<file path="config.mk">
export PLATFORM = sky130hd
export DESIGN_NAME = divisor_secuencial_flat
export DESIGN_NICKNAME = d
export VERILOG_FILES = /design/src/rtl/divisor_secuencial_if.sv /design/src/rtl/divisor_secuencial.sv /design/src/flat_wrapper.sv
export SDC_FILE = /design/constraint.sdc
export NUM_CORES = 1
export LEC_CHECK = 0
export BUFFER_PORTS_ARGS = -buffer_cell sky130_fd_sc_hd__buf_2
export CAP_MARGIN = 30
export CORE_MARGIN = 5
export CORE_UTILIZATION = 25
export DETAILED_ROUTE_END_ITERATION = 10
export SLEW_MARGIN = 20
export SYNTH_ARGS = -nofsm -noshare
export SYNTH_HDL_FRONTEND = slang
export SYNTH_SLANG_ARGS = --single-unit
</file>
<file path="constraint.sdc">
create_clock -name clk -period 2.4 [get_ports clk]
set_input_delay 0.12 -clock clk [delete_from_list [all_inputs] [get_ports clk]]
set_output_delay 0.12 -clock clk [all_outputs]
set_load 0.01 [all_outputs]
</file>
<file path="src/rtl/divisor_secuencial_if.sv">
// Start/operand/result bundle for the sequential restoring divider.
interface divisor_secuencial_if #(
  parameter int unsigned SIZE = 4
);
  logic            inicio;
  logic [SIZE-1:0] dividendo;
  logic [SIZE-1:0] divisor;
  logic [SIZE-1:0] cociente;
  logic [SIZE-1:0] resto;
  logic            Ocupado;
  logic            Fin;
  logic            Error;

  modport master (
    output inicio, dividendo, divisor,
    input  cociente, resto, Ocupado, Fin, Error
  );

  modport slave (
    input  inicio, dividendo, divisor,
    output cociente, resto, Ocupado, Fin, Error
  );
endinterface

</file>
<file path="src/rtl/divisor_secuencial.sv">
// Sequential restoring divider: one quotient bit per clock, SIZE+1 edges per result.
// Optional DIV_ZERO_DETECT_EN: divisor==0 short-circuits to DONE and raises Error.
module divisor_secuencial #(
  parameter int unsigned SIZE = 4
) (
  input  logic                  clk,
  input  logic                  reset,
  divisor_secuencial_if.slave   bus
);
  localparam int unsigned CNT_W = $clog2(SIZE + 1);

  typedef enum logic [1:0] {IDLE, ITER, DONE} state_t;

  state_t state_q, state_d;

  // datapath registers
  logic [SIZE:0]   a_q, a_d;
  logic [SIZE-1:0] q_q, q_d;
  logic [SIZE-1:0] m_q, m_d;
  logic [CNT_W-1:0] cnt_q, cnt_d;
  logic [SIZE-1:0] coc_q, coc_d;
  logic [SIZE-1:0] res_q, res_d;
  logic            fin_q, fin_d;
  logic            ocu_q, ocu_d;
`ifdef DIV_ZERO_DETECT_EN
  logic            err_q, err_d;
`endif

  logic [SIZE:0]   a_sh;
  logic [SIZE-1:0] q_sh;
  logic [SIZE:0]   t_diff;
  logic            start;
  logic            last_step;
  logic            zero_div;

  assign start     = (state_q != ITER) && bus.inicio;
  assign last_step = (cnt_q == CNT_W'(1));
`ifdef DIV_ZERO_DETECT_EN
  assign zero_div  = (m_q == '0);
`else
  assign zero_div  = 1'b0;
`endif

  // state register
  always_ff @(posedge clk) begin
    if (reset) state_q <= IDLE;
    else       state_q <= state_d;
  end

  // control unit: next state
  always_comb begin
    state_d = state_q;
    case (state_q)
      IDLE, DONE: if (bus.inicio) state_d = ITER;
      ITER:       if (last_step || zero_div) state_d = DONE;
      default:    state_d = IDLE;
    endcase
  end

  // one restoring step: shift {A,Q}, trial-subtract M, sign bit decides
  always_comb begin
    a_sh   = {a_q[SIZE-1:0], q_q[SIZE-1]};
    q_sh   = {q_q[SIZE-2:0], 1'b0};
    t_diff = a_sh - {1'b0, m_q};
  end

  // datapath / output register next values
  always_comb begin
    a_d   = a_q;
    q_d   = q_q;
    m_d   = m_q;
    cnt_d = cnt_q;
    coc_d = coc_q;
    res_d = res_q;
    fin_d = fin_q;
    ocu_d = ocu_q;
`ifdef DIV_ZERO_DETECT_EN
    err_d = err_q;
`endif
    if (start) begin
      a_d   = '0;
      q_d   = bus.dividendo;
      m_d   = bus.divisor;
      cnt_d = CNT_W'(SIZE);
      fin_d = 1'b0;
      ocu_d = 1'b1;
`ifdef DIV_ZERO_DETECT_EN
      err_d = 1'b0;
`endif
    end else if (state_q == ITER) begin
      if (zero_div) begin
        cnt_d = '0;
        coc_d = '1;
        res_d = q_q;
        fin_d = 1'b1;
        ocu_d = 1'b0;
`ifdef DIV_ZERO_DETECT_EN
        err_d = 1'b1;
`endif
      end else begin
        if (t_diff[SIZE]) begin
          a_d = a_sh;
          q_d = q_sh;
        end else begin
          a_d = t_diff;
          q_d = q_sh | SIZE'(1);
        end
        cnt_d = cnt_q - CNT_W'(1);
        if (last_step) begin
          coc_d = q_d;
          res_d = a_d[SIZE-1:0];
          fin_d = 1'b1;
          ocu_d = 1'b0;
        end
      end
    end
  end

  always_ff @(posedge clk) begin
    if (reset) begin
      a_q   <= '0;
      q_q   <= '0;
      m_q   <= '0;
      cnt_q <= '0;
      coc_q <= '0;
      res_q <= '0;
      fin_q <= 1'b0;
      ocu_q <= 1'b0;
`ifdef DIV_ZERO_DETECT_EN
      err_q <= 1'b0;
`endif
    end else begin
      a_q   <= a_d;
      q_q   <= q_d;
      m_q   <= m_d;
      cnt_q <= cnt_d;
      coc_q <= coc_d;
      res_q <= res_d;
      fin_q <= fin_d;
      ocu_q <= ocu_d;
`ifdef DIV_ZERO_DETECT_EN
      err_q <= err_d;
`endif
    end
  end

  assign bus.cociente = coc_q;
  assign bus.resto    = res_q;
  assign bus.Fin      = fin_q;
  assign bus.Ocupado  = ocu_q;
`ifdef DIV_ZERO_DETECT_EN
  assign bus.Error    = err_q;
`else
  assign bus.Error    = 1'b0;
`endif
endmodule

</file>
<file path="src/flat_wrapper.sv">
// flat-port wrapper written by rule: the top's interface ports become plain ports
module divisor_secuencial_flat 
#(
  parameter int unsigned SIZE = 4
)
  (clk, reset, bus_inicio, bus_dividendo, bus_divisor, bus_cociente, bus_resto, bus_Ocupado, bus_Fin, bus_Error);
  divisor_secuencial_if #(.SIZE(SIZE)) bus_i ();
  input  logic clk;
  input  logic reset;
  input wire logic [$bits(bus_i.inicio)-1:0] bus_inicio;
  input wire logic [$bits(bus_i.dividendo)-1:0] bus_dividendo;
  input wire logic [$bits(bus_i.divisor)-1:0] bus_divisor;
  output wire logic [$bits(bus_i.cociente)-1:0] bus_cociente;
  output wire logic [$bits(bus_i.resto)-1:0] bus_resto;
  output wire logic [$bits(bus_i.Ocupado)-1:0] bus_Ocupado;
  output wire logic [$bits(bus_i.Fin)-1:0] bus_Fin;
  output wire logic [$bits(bus_i.Error)-1:0] bus_Error;
  assign bus_i.inicio = bus_inicio;
  assign bus_i.dividendo = bus_dividendo;
  assign bus_i.divisor = bus_divisor;
  assign bus_cociente = bus_i.cociente;
  assign bus_resto = bus_i.resto;
  assign bus_Ocupado = bus_i.Ocupado;
  assign bus_Fin = bus_i.Fin;
  assign bus_Error = bus_i.Error;
  divisor_secuencial #(.SIZE(SIZE)) u_core (.clk(clk), .reset(reset), .bus(bus_i));
endmodule
</file>
==> run_results.csv <==
group,metric,value,unit
synthesis,synth_nets,152,
synthesis,yosys-top-cells-area,"dfxtp_1 (43%), mux2i_1 (8.9%), ha_1 (6.0%)",
clock_tree,cts_setup_buffers,0,
global_route,grt_pass1_vias,942,
clock_tree,cts_root_buffer,"clkbuf_8",
critical_path,cp_max_fo,6,
synthesis,synth_top_cell_by_area,"dfxtp_1",
synthesis,synth_warnings,0,
final_layout,design_area,0.001459,mm²
route,routed_wl,2413,µm
synthesis,synth_cell_types,29,
synthesis,yosysSeqAreaShare,0.4346,
floorplan,die_h,80.53,µm
pwr,switchingPower,0.2663,mW
timing,finalClockSkew,7.176,ps
timing,slew_viol_final,0,
critical_path,worstPathRequired,2610,ps
global_route,grt_pass1_wl,4153,µm
floorplan,die_area,0.006485,mm²
floorplan,fp.dieW,80.53,µm
place,dp_hpwl,1874,µm
synthesis,syn_inst,134,
critical_path,worstPathCellList,"inv_1 > ha_1 > fa_1 > nand2b_2 > a21oi_4 > xor2_4 > mux2i_1 > a22o_1",
synthesis,synth.most_common_cell,"dfxtp_1",
critical_path,worstPathArrival,2390,ps
synthesis,synthArstFlopShare,0,
critical_path,max_stage_delay,400,ps
timing,rsz0062_at_grt,"no",
place,io_buffer_count,20,
route,viasPerCell,4.255,
timing,tns,0,ps
timing,finalCritPeriodShare,0.9051,
critical_path,rr_startpoint,"u_core.q_q[3]",
timing,holdWs,84.90,ps
clock_tree,cts_max_path_buffers,2,
final_layout,finalNetCount,172,
timing,setup_viol,0,
timing,fmax,460.4,MHz
pwr,p_leak,0.6052,nW
route,post_drt_wl_per_cell,10.97,µm
synthesis,ys.flop_type,"dfxtp_1",
pwr,power_density,647.1,mW/mm²
global_route,grt_start_max_net_pins,27,
pwr,p_seq_frac,0.523,
floorplan,start_util,0.2599,
critical_path,cp_num_buf_inv,1,
worst_hold_path,min_to,"u_core.m_q[1]",
synthesis,synthTopCellsByCount,"dfxtp_1 (27), nor2_1 (19), nand2_1 (12)",
critical_path,regToRegEndpoint,"u_core.a_q[1]",
place,place_congestion,0.6945,
critical_path,critPathTopFamily,"adder cells",
clock_tree,numCtsBuffers,3,
critical_path,critical_path.slowest_cell,"fa_1",
route,drt_iter0_markers,43,
clock_tree,cts_tree,"built",
timing,finalCriticalPeriod,2172,ps
synthesis,synth_edf_count,0,
critical_path,reg2reg_slack,230,ps
critical_path,worst_setup_path_end_kind,"register",
pwr,sw_frac_of_total,0.2821,
synthesis,synth_top_cell_area_share,0.4346,
critical_path,cp-start-kind,"register",
pwr,clkPwrFrac,0.268,
clock_tree,clock_sinks,27,
flow_run,max-cap-violations,0,
final_layout,n_antenna_cell,0,
global_route,antenna_found_initial,0,
pwr,peakVddDrop,0.0002822,V
worst_hold_path,hp-class,"in2reg",
floorplan,coreArea,0.004786,mm²
route,final_antenna_net_count,0,
synthesis,syn_area_per_cell,9.281,µm²
route,first_pass_iters,2,
final_layout,syn2layout_area_growth,17.30,%
synthesis,ys_seq_elements,27,
synthesis,syn_area,0.001244,mm²
clock_tree,h-tree-depth,1,
floorplan,io_pins,22,
floorplan,row_count,25,
worst_hold_path,hp-start,"bus_divisor[1]",
critical_path,reg2regPathDepth,8,
timing,hold_violations,0,
final_layout,drive_gt1_frac,0.2026,
critical_path,crit_type,"reg2reg",
run_status,status,"finished, final reports clean",
clock_tree,cts_resized,0,
clock_tree,clkTransAtPathRegs,80,ps
route,num_vias,936,
global_route,grt_overflow,0,
pwr,pwr-share-comb,0.209,
place,placed_area,0.001413,mm²
clock_tree,clock_latency,270,ps
pwr,power.internal,0.6777,mW
clock_tree,cts_hold_buf,0,
worst_hold_path,holdPathStages,3,
route,drc_errors,0,
global_route,track_usage,0.07994,
[routing by layer]
metal	global-route usage	routed length, µm	share of wire	vias to the layer above
met5	0	0	0	-
met4	0.02534	29	0.012	0
met3	0.01682	92	0.038	4
met2	0.1391	1191	0.49	10
met1	0.09756	1099	0.46	430
li1	-	-	-	492
[worst max-delay path by stage]
stage | start | endpoint | slack (ps) | depth (start not counted)
6_report | u_core.q_q[3] | u_core.a_q[1] | 230 | 8
5_1_grt | u_core.q_q[3] | u_core.a_q[1] | 60 | 8
4_1_cts | u_core.q_q[3] | u_core.a_q[1] | 230 | 8
3_5_place_dp | u_core.q_q[3] | u_core.bus.resto[1] | 260 | 8
3_3_place_gp | u_core.q_q[3] | u_core.bus.resto[1] | 250 | 8
2_1_floorplan | u_core.q_q[3] | u_core.bus.resto[3] | 410 | 8
[flip-flops by register name (all words and copies together) (netlist names)]
signal and count:
u_core.a_q 4, u_core.bus.cociente 4, u_core.bus.resto 4, u_core.m_q 4
u_core.q_q 4, u_core.cnt_q 3, u_core.state_q 2, u_core.bus.Fin 1
u_core.bus.Ocupado 1
[kinds of logic (layout without fill, tap and decap cells)]
logic type | count (synthesis) | after routing | synth area share
buffers and inverters | 16 | 35 | 0.05432
muxes | 11 | 11 | 0.08853
DFF | 27 | 27 | 0.4346
adders and majority gates | 7 | 7 | 0.07646
AOI/OAI and AO/OA | 28 | 28 | 0.1630
other | 1 | 1 | 0.003015
and+or+nand+nor | 40 | 40 | 0.1368
xor gates and xnor gates | 4 | 4 | 0.04327
[power by group through the flow]
stage	Combinational [mW]	Clock [mW]	Sequential [mW]
floorplan	0.156	0	0.502
global placement	0.197	0	0.505
detailed placement	0.198	0	0.505
CTS	0.200	0.263	0.494
global route	0.224	0.284	0.499
finish	0.197	0.253	0.494
[stage by stage]
step                cells  setup slack [ps]  power, mW    util
CTS                   220             225.6     0.9579  0.3048
finish                220             227.8     0.9441  0.3048
global placement      216             245.1     0.7022  0.2952
detailed placement    216             256.7     0.7031  0.2952
global route          220             57.87      1.007  0.3048
floorplan             134             406.5     0.6584       -
[cell type report]
| cell class | instances | area (µm²) |
|---|---|---|
| inverters | 8 | 30.03 |
| fillers | 504 | 3327 |
| repair buffers | 23 | 122.6 |
| flip-flops and latches | 27 | 540.5 |
| clock inverters | 1 | 5.005 |
| multi-input cells | 91 | 635.6 |
| clock buffers | 3 | 41.29 |
| well taps | 67 | 83.83 |
[worst register-to-register path: stages, from the launching register on]
cell and delay (ps):
dfxtp_1 330, inv_1 50, ha_1 190, fa_1 400
nand2b_2 210, a21oi_4 180, xor2_4 270, mux2i_1 300
a22o_1 180
[cell usage in the layout (no fill, tap or decap)]
master / instances
nor2_1: 19
a21oi_4: 1
fa_1: 1
xor2_1: 1
inv_1: 8
nand2_1: 12
xnor2_1: 2
nand2b_2: 1
buf_4: 3
o21ai_0: 2
ha_1: 6
nor2_2: 1
nor2b_1: 1
o31ai_1: 1
clkinv_2: 1
clkbuf_8: 3
a211oi_1: 8
a22o_1: 4
conb_1: 1
a2bb2oi_1: 1
mux2i_1: 11
o21a_1: 1
a311oi_1: 1
nand2b_1: 2
nor3_1: 4
a2111oi_0: 1
dfxtp_1: 27
a21oi_1: 8
xor2_4: 1
buf_2: 20
No activity file was read; power rests on OpenSTA's default activity.
